## src/rtl/control_seq_n_if.sv

```systemverilog
// Control-sequencer port bundle: datapath/memory status in, strobes out.
// The sequencer takes the master side; the datapath takes the slave side.
interface control_seq_n_if #(
    parameter int unsigned OPW = 4
);
    logic [OPW-1:0] IR;
    logic           Z;
    logic           MEM_READY;
    logic           AR_LOAD;
    logic           AR_INC;
    logic           PC_BUS;
    logic           PC_LOAD;
    logic           PC_INC;
    logic           DR_BUS_L;
    logic           DR_LOAD;
    logic           TR_BUS;
    logic           TR_LOAD;
    logic           IR_LOAD;
    logic           R_BUS;
    logic           R_LOAD;
    logic           AC_BUS;
    logic           AC_LOAD;
    logic           Z_LOAD;
    logic [3:0]     ALU_OP;
    logic           MEMBUS;
    logic           BUSMEM;
    logic           WE;
    logic           ILLEGAL;
    logic           FETCHING;

    modport master (
        input  IR, Z, MEM_READY,
        output AR_LOAD, AR_INC, PC_BUS, PC_LOAD, PC_INC, DR_BUS_L, DR_LOAD, TR_BUS,
               TR_LOAD, IR_LOAD, R_BUS, R_LOAD, AC_BUS, AC_LOAD, Z_LOAD, ALU_OP,
               MEMBUS, BUSMEM, WE, ILLEGAL, FETCHING
    );

    modport slave (
        output IR, Z, MEM_READY,
        input  AR_LOAD, AR_INC, PC_BUS, PC_LOAD, PC_INC, DR_BUS_L, DR_LOAD, TR_BUS,
               TR_LOAD, IR_LOAD, R_BUS, R_LOAD, AC_BUS, AC_LOAD, Z_LOAD, ALU_OP,
               MEMBUS, BUSMEM, WE, ILLEGAL, FETCHING
    );
endinterface

```

## src/rtl/control_seq_n.sv

```systemverilog
// Hardwired fetch/decode/execute sequencer for the accumulator CPU with
// multi-byte address operands, optional memory wait states and illegal-opcode flagging.
module control_seq_n #(
    parameter int unsigned OPW        = 4,
    parameter int unsigned ADDR_BYTES = 2,
    parameter bit          WAIT_EN    = 1'b1
) (
    input logic             CLK,
    input logic             CLEAR,
    control_seq_n_if.master bus
);

    typedef enum logic [3:0] {
        StF1, StF2, StF3, StDec, StAb, StAf, StSk, StLd1, StLd2, StSt1, StSt2, StEx
    } state_e;

    localparam logic [3:0] OpNop  = 4'h0;
    localparam logic [3:0] OpLdac = 4'h1;
    localparam logic [3:0] OpStac = 4'h2;
    localparam logic [3:0] OpMvac = 4'h3;
    localparam logic [3:0] OpMovr = 4'h4;
    localparam logic [3:0] OpJump = 4'h5;
    localparam logic [3:0] OpJmpz = 4'h6;
    localparam logic [3:0] OpJpnz = 4'h7;
    localparam logic [3:0] OpAdd  = 4'h8;
    localparam logic [3:0] OpSub  = 4'h9;
    localparam logic [3:0] OpInac = 4'hA;
    localparam logic [3:0] OpClac = 4'hB;
    localparam logic [3:0] OpAnd  = 4'hC;
    localparam logic [3:0] OpOr   = 4'hD;
    localparam logic [3:0] OpXor  = 4'hE;
    localparam logic [3:0] OpNot  = 4'hF;

    localparam logic [1:0] LastK = 2'(ADDR_BYTES - 1);

    state_e     state_q, state_d;
    logic [1:0] cnt_q, cnt_d;
    logic [31:0] ir_ext;
    logic [3:0]  op;
    logic        legal;
    logic        mem_go;

    assign ir_ext = 32'(bus.IR);
    assign legal  = (ir_ext < 32'd16);
    assign op     = ir_ext[3:0];
    assign mem_go = !WAIT_EN || bus.MEM_READY;

    always_ff @(posedge CLK or negedge CLEAR) begin
        if (!CLEAR) begin
            state_q <= StF1;
            cnt_q   <= 2'd0;
        end else begin
            state_q <= state_d;
            cnt_q   <= cnt_d;
        end
    end

    always_comb begin
        state_d      = state_q;
        cnt_d        = cnt_q;
        bus.AR_LOAD  = 1'b0;
        bus.AR_INC   = 1'b0;
        bus.PC_BUS   = 1'b0;
        bus.PC_LOAD  = 1'b0;
        bus.PC_INC   = 1'b0;
        bus.DR_BUS_L = 1'b0;
        bus.DR_LOAD  = 1'b0;
        bus.TR_BUS   = 1'b0;
        bus.TR_LOAD  = 1'b0;
        bus.IR_LOAD  = 1'b0;
        bus.R_BUS    = 1'b0;
        bus.R_LOAD   = 1'b0;
        bus.AC_BUS   = 1'b0;
        bus.AC_LOAD  = 1'b0;
        bus.Z_LOAD   = 1'b0;
        bus.ALU_OP   = 4'd0;
        bus.MEMBUS   = 1'b0;
        bus.BUSMEM   = 1'b0;
        bus.WE       = 1'b0;
        bus.ILLEGAL  = 1'b0;
        bus.FETCHING = 1'b0;

        // All strobes stay quiet while reset is held, even though the state sits in F1.
        if (CLEAR) begin
            unique case (state_q)
                StF1: begin
                    bus.PC_BUS   = 1'b1;
                    bus.AR_LOAD  = 1'b1;
                    bus.FETCHING = 1'b1;
                    state_d      = StF2;
                end
                StF2: begin
                    bus.MEMBUS = 1'b1;
                    if (mem_go) begin
                        bus.DR_LOAD = 1'b1;
                        bus.PC_INC  = 1'b1;
                        state_d     = StF3;
                    end
                end
                StF3: begin
                    bus.DR_BUS_L = 1'b1;
                    bus.IR_LOAD  = 1'b1;
                    bus.PC_BUS   = 1'b1;
                    bus.AR_LOAD  = 1'b1;
                    state_d      = StDec;
                end
                StDec: begin
                    cnt_d   = 2'd0;
                    state_d = StEx;
                    if (legal) begin
                        case (op)
                            OpLdac, OpStac, OpJump: state_d = StAb;
                            OpJmpz:                 state_d = bus.Z ? StAb : StSk;
                            OpJpnz:                 state_d = bus.Z ? StSk : StAb;
                            default:                state_d = StEx;
                        endcase
                    end
                end
                StAb: begin
                    bus.MEMBUS = 1'b1;
                    if (mem_go) begin
                        bus.DR_LOAD = 1'b1;
                        bus.PC_INC  = 1'b1;
                        bus.AR_INC  = 1'b1;
                        bus.TR_LOAD = (cnt_q != 2'd0);
                        if (cnt_q == LastK) state_d = StAf;
                        else                cnt_d   = cnt_q + 2'd1;
                    end
                end
                StAf: begin
                    bus.DR_BUS_L = 1'b1;
                    bus.TR_BUS   = (ADDR_BYTES > 1);
                    if (op == OpLdac) begin
                        bus.AR_LOAD = 1'b1;
                        state_d     = StLd1;
                    end else if (op == OpStac) begin
                        bus.AR_LOAD = 1'b1;
                        state_d     = StSt1;
                    end else begin
                        // Only taken jumps reach AF besides loads/stores.
                        bus.PC_LOAD = 1'b1;
                        state_d     = StF1;
                    end
                end
                StSk: begin
                    bus.PC_INC = 1'b1;
                    if (cnt_q == LastK) state_d = StF1;
                    else                cnt_d   = cnt_q + 2'd1;
                end
                StLd1: begin
                    bus.MEMBUS = 1'b1;
                    if (mem_go) begin
                        bus.DR_LOAD = 1'b1;
                        state_d     = StLd2;
                    end
                end
                StLd2: begin
                    bus.DR_BUS_L = 1'b1;
                    bus.AC_LOAD  = 1'b1;
                    state_d      = StF1;
                end
                StSt1: begin
                    bus.AC_BUS  = 1'b1;
                    bus.DR_LOAD = 1'b1;
                    state_d     = StSt2;
                end
                StSt2: begin
                    bus.DR_BUS_L = 1'b1;
                    bus.BUSMEM   = 1'b1;
                    if (mem_go) begin
                        bus.WE  = 1'b1;
                        state_d = StF1;
                    end
                end
                StEx: begin
                    state_d = StF1;
                    if (!legal) begin
                        bus.ILLEGAL = 1'b1;
                    end else begin
                        case (op)
                            OpMvac: begin
                                bus.AC_BUS = 1'b1;
                                bus.R_LOAD = 1'b1;
                            end
                            OpMovr: begin
                                bus.R_BUS   = 1'b1;
                                bus.AC_LOAD = 1'b1;
                            end
                            OpAdd, OpSub, OpAnd, OpOr, OpXor: begin
                                bus.R_BUS   = 1'b1;
                                bus.AC_LOAD = 1'b1;
                                bus.Z_LOAD  = 1'b1;
                                case (op)
                                    OpAdd:   bus.ALU_OP = 4'd1;
                                    OpSub:   bus.ALU_OP = 4'd2;
                                    OpAnd:   bus.ALU_OP = 4'd5;
                                    OpOr:    bus.ALU_OP = 4'd6;
                                    default: bus.ALU_OP = 4'd7;
                                endcase
                            end
                            OpInac, OpClac, OpNot: begin
                                bus.AC_LOAD = 1'b1;
                                bus.Z_LOAD  = 1'b1;
                                case (op)
                                    OpInac:  bus.ALU_OP = 4'd3;
                                    OpClac:  bus.ALU_OP = 4'd4;
                                    default: bus.ALU_OP = 4'd8;
                                endcase
                            end
                            OpNop:   ;
                            default: ;
                        endcase
                    end
                end
                default: state_d = StF1;
            endcase
        end
    end

endmodule

```

## src/flat_wrapper.sv

```systemverilog
// flat-port wrapper written by rule: the top's interface ports become plain ports
module control_seq_n_flat 
#(
    parameter int unsigned OPW        = 4,
    parameter int unsigned ADDR_BYTES = 2,
    parameter bit          WAIT_EN    = 1'b1
)
  (CLK, CLEAR, bus_IR, bus_Z, bus_MEM_READY, bus_AR_LOAD, bus_AR_INC, bus_PC_BUS, bus_PC_LOAD, bus_PC_INC, bus_DR_BUS_L, bus_DR_LOAD, bus_TR_BUS, bus_TR_LOAD, bus_IR_LOAD, bus_R_BUS, bus_R_LOAD, bus_AC_BUS, bus_AC_LOAD, bus_Z_LOAD, bus_ALU_OP, bus_MEMBUS, bus_BUSMEM, bus_WE, bus_ILLEGAL, bus_FETCHING);
  control_seq_n_if #(.OPW(OPW)) bus_i ();
  input logic CLK;
  input logic CLEAR;
  input wire logic [$bits(bus_i.IR)-1:0] bus_IR;
  input wire logic [$bits(bus_i.Z)-1:0] bus_Z;
  input wire logic [$bits(bus_i.MEM_READY)-1:0] bus_MEM_READY;
  output wire logic [$bits(bus_i.AR_LOAD)-1:0] bus_AR_LOAD;
  output wire logic [$bits(bus_i.AR_INC)-1:0] bus_AR_INC;
  output wire logic [$bits(bus_i.PC_BUS)-1:0] bus_PC_BUS;
  output wire logic [$bits(bus_i.PC_LOAD)-1:0] bus_PC_LOAD;
  output wire logic [$bits(bus_i.PC_INC)-1:0] bus_PC_INC;
  output wire logic [$bits(bus_i.DR_BUS_L)-1:0] bus_DR_BUS_L;
  output wire logic [$bits(bus_i.DR_LOAD)-1:0] bus_DR_LOAD;
  output wire logic [$bits(bus_i.TR_BUS)-1:0] bus_TR_BUS;
  output wire logic [$bits(bus_i.TR_LOAD)-1:0] bus_TR_LOAD;
  output wire logic [$bits(bus_i.IR_LOAD)-1:0] bus_IR_LOAD;
  output wire logic [$bits(bus_i.R_BUS)-1:0] bus_R_BUS;
  output wire logic [$bits(bus_i.R_LOAD)-1:0] bus_R_LOAD;
  output wire logic [$bits(bus_i.AC_BUS)-1:0] bus_AC_BUS;
  output wire logic [$bits(bus_i.AC_LOAD)-1:0] bus_AC_LOAD;
  output wire logic [$bits(bus_i.Z_LOAD)-1:0] bus_Z_LOAD;
  output wire logic [$bits(bus_i.ALU_OP)-1:0] bus_ALU_OP;
  output wire logic [$bits(bus_i.MEMBUS)-1:0] bus_MEMBUS;
  output wire logic [$bits(bus_i.BUSMEM)-1:0] bus_BUSMEM;
  output wire logic [$bits(bus_i.WE)-1:0] bus_WE;
  output wire logic [$bits(bus_i.ILLEGAL)-1:0] bus_ILLEGAL;
  output wire logic [$bits(bus_i.FETCHING)-1:0] bus_FETCHING;
  assign bus_i.IR = bus_IR;
  assign bus_i.Z = bus_Z;
  assign bus_i.MEM_READY = bus_MEM_READY;
  assign bus_AR_LOAD = bus_i.AR_LOAD;
  assign bus_AR_INC = bus_i.AR_INC;
  assign bus_PC_BUS = bus_i.PC_BUS;
  assign bus_PC_LOAD = bus_i.PC_LOAD;
  assign bus_PC_INC = bus_i.PC_INC;
  assign bus_DR_BUS_L = bus_i.DR_BUS_L;
  assign bus_DR_LOAD = bus_i.DR_LOAD;
  assign bus_TR_BUS = bus_i.TR_BUS;
  assign bus_TR_LOAD = bus_i.TR_LOAD;
  assign bus_IR_LOAD = bus_i.IR_LOAD;
  assign bus_R_BUS = bus_i.R_BUS;
  assign bus_R_LOAD = bus_i.R_LOAD;
  assign bus_AC_BUS = bus_i.AC_BUS;
  assign bus_AC_LOAD = bus_i.AC_LOAD;
  assign bus_Z_LOAD = bus_i.Z_LOAD;
  assign bus_ALU_OP = bus_i.ALU_OP;
  assign bus_MEMBUS = bus_i.MEMBUS;
  assign bus_BUSMEM = bus_i.BUSMEM;
  assign bus_WE = bus_i.WE;
  assign bus_ILLEGAL = bus_i.ILLEGAL;
  assign bus_FETCHING = bus_i.FETCHING;
  control_seq_n #(.OPW(OPW), .ADDR_BYTES(ADDR_BYTES), .WAIT_EN(WAIT_EN)) u_core (.CLK(CLK), .CLEAR(CLEAR), .bus(bus_i));
endmodule
```

## config.mk

```make
export PLATFORM = sky130hd
export DESIGN_NAME = control_seq_n_flat
export DESIGN_NICKNAME = d
export VERILOG_FILES = /design/src/rtl/control_seq_n_if.sv /design/src/rtl/control_seq_n.sv /design/src/flat_wrapper.sv
export SDC_FILE = /design/constraint.sdc
export NUM_CORES = 1
export LEC_CHECK = 0
export CORE_MARGIN = 1
export CORE_UTILIZATION = 25
export CTS_BUF_LIST = sky130_fd_sc_hd__clkbuf_4 sky130_fd_sc_hd__clkbuf_8
export CTS_CLUSTER_SIZE = 14
export DETAILED_ROUTE_END_ITERATION = 6
export SLEW_MARGIN = 20
export SYNTH_ARGS = -nofsm -noshare
export SYNTH_HDL_FRONTEND = slang
export SYNTH_SLANG_ARGS = --single-unit
```

## constraint.sdc

```tcl
create_clock -name CLK -period 1.8 [get_ports CLK]
set_input_delay 0.36 -clock CLK [delete_from_list [all_inputs] [get_ports CLK]]
set_output_delay 0.36 -clock CLK [all_outputs]
set_load 0.1 [all_outputs]
```

==> results.tsv, run 1 <==
stage	metric	value	unit
floorplanning	Initial Util	27.1	%
timing	Setup WS post-layout	-219	ps
placed_design	Placed Instances	229	
synth	EDFF count, synth	0	
timing	f_max	495	MHz
global_routing	vias in the first global route	1257	
routing	Starting DRT DRC Count	37	
timing	setup TNS	-4130	ps
setup_path	Setup CP Type	flop to primary output	
clock_network	clk sinks	6	
clock_network	root buffer cell	clkbuf_4	
synth	Synth Register Bits	6	
finish	layout cells sized above 1	71.4	%
timing	minimum clock period	2020	ps
global_routing	grt met3 use	2.35	%
global_routing	met1 usage	25.7	%
synth	Cells after Synth	125	
run_status	failing checks	setup timing	
floorplanning	Die X	60.5	um
clock_network	CTS buffer count	3	
timing	RSZ-0062 raised after global routing	yes	
timing	clock skew	9.42	ps
routing	drc violations	0	
routing	Post-Route WL	3.85	mm
finish	Finished Cell Area	2390	um^2
routing	Detail Route Antenna Nets	0	
global_routing	initial antenna violation count	0	
global_routing	met2 usage	36.6	%
pwr	Tot Pwr	3.78	mW
synth	top cells by area, synth	dfrtp_1, nor2_1, nor2b_1, nand2b_1, o21ai_0	
setup_path	reg-to-reg setup timing slack	-140	ps
placed_design	I/O Buffers	30	
finish	number of diodes	0	
floorplanning	row cnt	20	
pwr	leak pwr	1.02	nW
floorplanning	core area	3150	um^2
setup_path	Crit path required time	1440	ps
placed_design	Post-Place Setup Slack	-377	ps
routing	router iterations before antenna repair	4	
global_routing	busiest grt layer	met2	
timing	fin. max-slew vios	0	
pwr	Power Dens Cells	1580	nW/um^2
synth	Mapped Area	855	um^2
setup_path	max incr delay on CP	500	ps
setup_path	Critical Path AT	1660	ps
global_routing	largest net degree at the start of global routing	19	
floorplanning	die height	60.5	um
setup_path	Slowest cell on crit path	dfrtp_2	
run_status	status	finished, violations left	
global_routing	GR Util All Layers	20.4	%
finish	final std cells w/o fill	257	
synth	syn_nets	135	
clock_network	clock transition at the registers of the reported paths	50	ps
clock_network	CTS tree	built	
finish	nets	224	
setup_path	CP endpoint kind	primary output	
synth	Synth cell types	45	
hold_path	Hold Path Class	input port to asynchronous set/reset pin	
synth	area leader, netlist	dfrtp_1	
timing	final worst-path cycle share	112	%
global_routing	grt total ovfl	0	
finish	register area	154	um^2
run	Max-Cap Viols	0	
setup_path	crit-path cells	buf_12 > nand2b_4 > o21ai_2 > a22oi_2 > nor3b_4 > buf_12	
routing	DR vias	1264	
finish	filler cell count	220	
routing	routed len/inst	15.0	um
finish	area of the multi-input gates	1030	um^2
synth	Most used DFF post-synth	dfrtp_1	
routing	post-DR vias/cell	4.92	
clock_network	number of H-tree levels	1	
synth	proportion of synthesized chip area in sequential cells	17.6	%
setup_path	CP delay by family, top	flip-flops	
floorplanning	I/O pin cnt	32	
synth	Yosys top cell area share	17.6	%
floorplanning	full die area	3660	um^2
clock_network	Skew-Pair Late Insertion Delay	240	ps
setup_path	crit start category	flop	
global_routing	global-route wire length before repair	5.69	mm
placed_design	DP Wirelength	2.55	mm
finish	fin util	75.7	%
setup_path	worst-path maximum fanout	8	
placed_design	Final GP Congestion	0.829	
synth	yosys warns	0	
placed_design	Area after DPL	1930	um^2
timing	WHS	303	ps
pwr	Max IR drop VDD	0.853	mV
setup_path	cell mode on critical path	buf_12	
synth	Avg Cell Area, Syn	6.84	um^2
synth	fraction of registers with async set/reset	100	%
clock_network	CTS Buffer Depth	2	
finish	Area Growth Syn to Fin	179	%
timing	final hold viol count	0	
setup_path	Bufs and invs on worst path	2	
timing	setup violators final	28	
-- cell families (layout without fill, tap and decap cells) --
kind of cell	after synthesis	in the layout	share of synthesized area, %
compound gates	29	29	24.2
xor+xnor	3	3	3.08
fa+ha+maj	3	3	4.10
buf+inv	14	102	6.59
flops	6	6	17.6
mux	2	2	2.49
other cells	1	1	0.439
simple gates	67	67	41.6
-- Yosys cell counts, types with 2 or more instances --
cell       n
a21o_1     2
a21oi_1    4
a31oi_1    3
and2_1     2
and3_1     4
clkbuf_1   7
dfrtp_1    6
ha_1       2
inv_1      6
nand2_1    8
nand2b_1   7
nand3_1    5
nand3b_1   2
nor2_1    17
nor2b_1    8
nor3_1     5
o21ai_0    6
or3_1      3
xor2_1     2
-- routing by layer --
metal / vias up / share of wire, %
li1: 619 / -
met1: 615 / 41
met2: 28 / 56
met3: 2 / 2.1
met4: 0 / 0.47
met5: - / 0
-- cell usage in the layout (no fill, tap or decap), drive strengths merged, types with 3 or more instances in the layout --
cell type    netlist  layout
nand2              8       8
nor3               5       5
a21oi              4       4
dfrtp              6       6
or3                3       3
o21ai              6       6
clkbuf             7       4
a31oi              3       3
nor2              17      17
and3               4       4
nand2b             7       7
dlygate4sd2        0       5
inv                6       5
buf                1      85
nand3              5       5
nor2b              8       8
-- flip-flops by register name (all words and copies together), names as in the netlist --
register	cells
u_core.state_q	4
u_core.cnt_q	2
-- worst paths after layout --
path / cells past startpoint / endpoint / startpoint
max: 6 / bus_PC_INC / u_core.state_q[0]$_DFFE_PN0P_
min: 2 / u_core.state_q[0]$_DFFE_PN0P_ / CLEAR
max reg2reg: 8 / u_core.state_q[1]$_DFFE_PN0P_ / u_core.state_q[0]$_DFFE_PN0P_
min reg2reg: 2 / u_core.cnt_q[1]$_DFFE_PN0P_ / u_core.cnt_q[1]$_DFFE_PN0P_
max in group asynchronous: 2 / u_core.state_q[2]$_DFFE_PN0P_ / CLEAR
min in group CLK: 2 / u_core.cnt_q[1]$_DFFE_PN0P_ / u_core.cnt_q[1]$_DFFE_PN0P_
-- power by group --
group / leakage [nW] / switching [mW] / internal (mW)
combinational: 0.930 / 1.70 / 1.62
sequential: 0.0749 / 0.100 / 0.205
clock: 0.0184 / 0.0438 / 0.0987
-- final cells by class --
cell class,count,share of cell area [%]
clock buffers,4,1.26
inverters,6,1.10
multi-input cells,105,43.3
flip-flops and latches,6,6.45
well taps,44,2.31
repair buffers,92,45.5
-- what timing repair did --
| item | in CTS | in global routing |
|---|---|---|
| hold buffers | 0 | 0 |
| pin swaps | 12 | 13 |
| gates cloned | 0 | 0 |
| buffers inserted | 14 | 11 |
| gates resized for setup | 45 | 24 |
| setup endpoints to repair | 28 | 29 |
Note: power is estimated with default switching activity, not from simulation.
==> inputs of run 2 (changes only) <==
- clock period: 1.8 -> 2.5 ns (I/O delays scaled with it)
==> run 2 against run 1 <==
  * The run now ends clean
  * Cell count decreased by 18%
  * Utilization down 24 points
  * First-iteration DRC count rose by 32%
  * Wire length is 31% lower
  * Cell area decreased by 32%
  * Combinational power fell by 58%
  * Non-clock buffer count shrank 46
  * Sequential power is 25% lower
  * Clock skew fell by 7.7 ps
  * Sequential share of layout area up 2.7 points
  * Critical path depth down 1
  * Critical path type is now input port to primary output
  * Largest power group unchanged
==> results.tsv, run 2 (synthesis gave the netlist of run 1 again) <==
stage	metric	value	unit
global_routing	initial antenna violation count	0	
timing	f_max	407	MHz
pwr	leak pwr	0.686	nW
finish	layout cells sized above 1	35.5	%
timing	clock skew	1.68	ps
setup_path	end point of the critical path	bus_ALU_OP[3]	
placed_design	DP Wirelength	2.18	mm
timing	setup TNS	0	ps
clock_network	clock transition at the registers of the reported paths	40	ps
run_status	status	complete, no violations	
finish	Area Growth Syn to Fin	91.1	%
routing	routed len/inst	12.6	um
pwr	Tot Pwr	1.72	mW
setup_path	Slowest cell on crit path	clkdlybuf4s50_1	
floorplanning	I/O pin cnt	32	
setup_path	R2R Path End	u_core.state_q[2]$_DFFE_PN0P_	
floorplanning	Die X	60.5	um
setup_path	max incr delay on CP	520	ps
setup_path	reg2reg start	u_core.state_q[0]$_DFFE_PN0P_	
setup_path	reg-to-reg setup timing slack	510	ps
routing	Starting DRT DRC Count	49	
setup_path	Critical Path AT	1960	ps
finish	Reg with most FFs	u_core.state_q	
setup_path	Bufs and invs on worst path	3	
clock_network	Skew-Pair Late Insertion Delay	230	ps
routing	Post-Route WL	2.65	mm
setup_path	CP endpoint kind	primary output	
floorplanning	full die area	3660	um^2
timing	RSZ-0062 raised after global routing	yes	
finish	commonest non-fill, non-tap cell in the layout	buf_12	
global_routing	vias in the first global route	1005	
setup_path	CP delay by family, top	buffers and inverters	
floorplanning	row cnt	20	
run	Max-Cap Viols	0	
pwr	Max IR drop VDD	0.471	mV
setup_path	worst-path maximum fanout	5	
finish	nets	178	
global_routing	largest net degree at the start of global routing	18	
clock_network	root buffer cell	clkbuf_4	
timing	final worst-path cycle share	98.3	%
finish	Finished Cell Area	1630	um^2
floorplanning	Initial Util	27.1	%
clock_network	CTS tree	built	
timing	setup violators final	0	
timing	fin. max-slew vios	0	
global_routing	GR Util All Layers	15.9	%
timing	minimum clock period	2460	ps
routing	DR vias	1055	
global_routing	global-route wire length before repair	4.49	mm
finish	Top Registers	u_core.state_q x4, u_core.cnt_q x2	
global_routing	grt total ovfl	0	
timing	final hold viol count	0	
setup_path	WP depth	5	
routing	drc violations	0	
clock_network	clk sinks	6	
setup_path	Crit path required time	2000	ps
setup_path	r2r worst-path depth	5	
finish	number of diodes	0	
pwr	Power Dens Cells	1050	nW/um^2
finish	max reg flops	4	
floorplanning	die height	60.5	um
setup_path	Setup CP Type	input port to primary output	
clock_network	number of H-tree levels	1	
hold_path	Hold Path Class	flop to flop	
clock_network	CTS buffer count	3	
clock_network	# Post-CTS Setup Buffers	0	
setup_path	crit start category	input port	
clock_network	CTS Buffer Depth	2	
setup_path	crit path from	bus_IR[3]	
placed_design	Area after DPL	1610	um^2
finish	fin util	51.8	%
placed_design	Final GP Congestion	0.817	
routing	post-DR vias/cell	5.02	
floorplanning	core area	3150	um^2
routing	router iterations before antenna repair	4	
placed_design	I/O Buffers	30	
setup_path	crit-path cells	clkdlybuf4s50_1 > inv_1 > or3_1 > nor2_1 > buf_12	
finish	commonest non-fill, non-tap cells in the layout	buf_12, buf_4, nor2_1	
routing	Detail Route Antenna Nets	0	
## run 2: cell count changes in the layout (fill, tap and decap cells not counted), sizes merged
| cell | delta |
|---|---|
| dlygate4sd2 | -5 |
| buf | -46 |
| clkdlybuf4s50 | +6 |
| clkinvlp | -1 |
| inv | +1 |
| clkdlybuf4s15 | -1 |
| clkbuf | -1 |
## run 2: repair_timing
action,in CTS,in global routing
endpoints found under the setup margin,0,4
hold buffers,0,0
gates resized for setup,0,0
endpoints found under the hold margin,0,0
## run 2: metrics by stage
stage	cells	hold slack (ps)	worst slack [ps]
2_1_floorplan	125	204	-358
3_3_place_gp	207	535	54.8
3_5_place_dp	207	565	36.3
4_1_cts	210	575	34.2
5_1_grt	210	606	-53.5
6_report	210	570	42.9
## run 2: report_power, final
group	internal (mW)	switching (mW)
registers	0.142	0.0869
logic	0.548	0.854
clock network	0.0540	0.0300
total	0.745	0.971
## run 2: worst reg2reg max path, stage by stage, from the launching register on
cell and delay (ps):
dfrtp_1 570, nand2_1 190, or3_1 390, or4_1 490
a31oi_1 190, a21o_1 100
## run 2: layout make-up
cell class	count	area, um^2
well taps	44	55.1
flip-flops and latches	6	150
repair buffers	46	651
clock buffers	3	22.5
multi-input cells	105	732
fillers	303	1520
inverters	6	22.5
## run 2: worst min path at each step
stage	from	to	slack, ps	cells past startpoint
after detailed placement	u_core.cnt_q[0]$_DFFE_PN0P_	u_core.cnt_q[0]$_DFFE_PN0P_	570	1
after global routing	u_core.cnt_q[0]$_DFFE_PN0P_	u_core.cnt_q[0]$_DFFE_PN0P_	610	1
after CTS	u_core.cnt_q[0]$_DFFE_PN0P_	u_core.cnt_q[0]$_DFFE_PN0P_	580	1
after global placement	u_core.cnt_q[1]$_DFFE_PN0P_	u_core.cnt_q[1]$_DFFE_PN0P_	530	2
final	u_core.cnt_q[0]$_DFFE_PN0P_	u_core.cnt_q[0]$_DFFE_PN0P_	570	1
after floorplan	CLEAR	u_core.cnt_q[0]$_DFFE_PN0P_	200	0
## run 2: metal layers
| metal | vias up | GRT usage (%) | part of all wire (%) | wire length, um |
|---|---|---|---|---|
| li1 | 527 | - | - | - |
| met2 | 28 | 26.4 | 50 | 1340 |
| met4 | 0 | 4.55 | 1.3 | 34 |
| met5 | - | 0 | 0 | 0 |
| met3 | 2 | 1.28 | 2.7 | 71 |
| met1 | 498 | 22.0 | 46 | 1210 |
==> inputs of run 3 (changes only) <==
- PLACE_DENSITY: unset -> 0.48
==> run 3 against run 2 <==
  * Critical path depth unchanged
  * Global-route usage decreased by 0.59 points
  * Maximum frequency grew 2.3%
  * Worst setup slack improved by 55 ps
  * Highest routed layer is now met3
==> results.tsv, run 3 (synthesis gave the netlist of run 1 again) <==
stage	metric	value	unit
global_routing	grt total ovfl	0	
setup_path	Crit path required time	2000	ps
finish	layout cells sized above 1	37.8	%
finish	fin util	51.8	%
finish	filler cell count	304	
routing	routed len/inst	12.7	um
routing	post-DR vias/cell	4.95	
placed_design	I/O Buffers	30	
global_routing	vias in the first global route	930	
setup_path	reg2reg start	u_core.state_q[1]$_DFFE_PN0P_	
floorplanning	Initial Util	27.1	%
clock_network	CTS tree	built	
finish	commonest non-fill, non-tap cells in the layout	buf_12, buf_4, nor2_1	
finish	Reg with most FFs	u_core.state_q	
setup_path	CP endpoint kind	primary output	
timing	clock skew	4.32	ps
global_routing	met2 usage	24.0	%
finish	commonest non-fill, non-tap cell in the layout	buf_12	
routing	router iterations before antenna repair	4	
timing	fin. max-slew vios	0	
clock_network	Skew-Pair Late Insertion Delay	240	ps
pwr	Tot Pwr	1.72	mW
clock_network	CTS buffer count	3	
timing	RSZ-0062 raised after global routing	no	
global_routing	GR Util All Layers	15.3	%
placed_design	DP Wirelength	2.14	mm
clock_network	number of H-tree levels	1	
clock_network	CTS Buffer Depth	2	
timing	setup violators final	0	
setup_path	crit path from	CLEAR	
pwr	Power Dens Cells	1050	nW/um^2
finish	Area Growth Syn to Fin	91.2	%
global_routing	largest net degree at the start of global routing	19	
floorplanning	row cnt	20	
setup_path	Setup CP Type	input port to primary output	
clock_network	clk sinks	6	
hold_path	min-delay src	u_core.cnt_q[1]$_DFFE_PN0P_	
floorplanning	die height	60.5	um
placed_design	Final GP Congestion	0.813	
run_status	status	complete, no violations	
timing	final hold viol count	0	
clock_network	clock transition at the registers of the reported paths	40	ps
floorplanning	core area	3150	um^2
pwr	Max IR drop VDD	0.565	mV
finish	max reg flops	4	
timing	final worst-path cycle share	96.1	%
routing	Post-Route WL	2.64	mm
finish	number of diodes	0	
routing	drc violations	0	
finish	nets	176	
finish	Top Registers	u_core.state_q x4, u_core.cnt_q x2	
timing	minimum clock period	2400	ps
global_routing	met1 usage	22.5	%
pwr	leak pwr	0.686	nW
global_routing	initial antenna violation count	0	
run	Max-Cap Viols	0	
timing	f_max	416	MHz
setup_path	crit start category	input port	
global_routing	global-route wire length before repair	4.20	mm
clock_network	root buffer cell	clkbuf_4	
global_routing	busiest grt layer	met2	
global_routing	grt met3 use	0.640	%
floorplanning	I/O pin cnt	32	
routing	DR vias	1029	
setup_path	worst-path maximum fanout	3	
setup_path	Critical Path AT	1900	ps
routing	Detail Route Antenna Nets	0	
routing	Starting DRT DRC Count	27	
floorplanning	Die X	60.5	um
hold_path	Hold Path Class	flop to flop	
floorplanning	full die area	3660	um^2
[run 3: timing repair]
action	in CTS	in global routing
hold buffers	0	0
setup buffers	0	0
resized for setup	0	6
endpoints found under the setup margin	0	10
[run 3: path summary, 6_finish.rpt]
| kind | slack (ps) | cells after the start | to |
|---|---|---|---|
| worst min-delay path | 560 | 2 | u_core.cnt_q[1]$_DFFE_PN0P_ |
| worst max register to register | 520 | 5 | u_core.state_q[2]$_DFFE_PN0P_ |
| min in group asynchronous | 640 | 2 | u_core.state_q[1]$_DFFE_PN0P_ |
| worst max-delay path | 100 | 5 | bus_R_LOAD |
| worst min register to register | 560 | 2 | u_core.cnt_q[1]$_DFFE_PN0P_ |
| max in group asynchronous | 1670 | 2 | u_core.state_q[0]$_DFFE_PN0P_ |
[run 3: cell type report]
class	count	area [um^2]	share of cell area [%]
clock buffers	3	22.5	1.38
inverters	6	22.5	1.38
multi-input cells	105	744	45.6
flip-flops and latches	6	151	9.26
well taps	44	55.1	3.37
repair buffers	44	638	39.1
[run 3: critical path, cell delays in order]
cell and delay, ps:
clkdlybuf4s50_1 500, and2_1 180, nand3_1 180, nor4_4 320, buf_12 220
[run 3: power by group]
part	total, mW	leakage, nW	internal (mW)	switching (mW)
Combinational	1.40	0.594	0.536	0.868
Clock	0.0855	0.0138	0.0541	0.0314
Sequential	0.226	0.0776	0.144	0.0818
[run 3: per-layer routing]
layer / part of all wire (%) / up-vias / wire, um
met5: 0 / - / 0
met4: 0 / 0 / 0
li1: - / 521 / -
met2: 48 / 28 / 1270
met3: 3.5 / 0 / 93
met1: 48 / 480 / 1280
[run 3: metrics by stage]
| step | worst slack (ps) | std cells | setup TNS [ps] | hold slack (ps) | area, um^2 |
|---|---|---|---|---|---|
| floorplan | -358 | 125 | -1410 | 204 | 938 |
| global placement | 38.1 | 205 | 0 | 541 | 1600 |
| detailed placement | 36.5 | 205 | 0 | 556 | 1600 |
| CTS | 36.0 | 208 | 0 | 566 | 1620 |
| global route | 20.4 | 208 | 0 | 591 | 1630 |
| finish | 98.1 | 208 | 0 | 557 | 1630 |
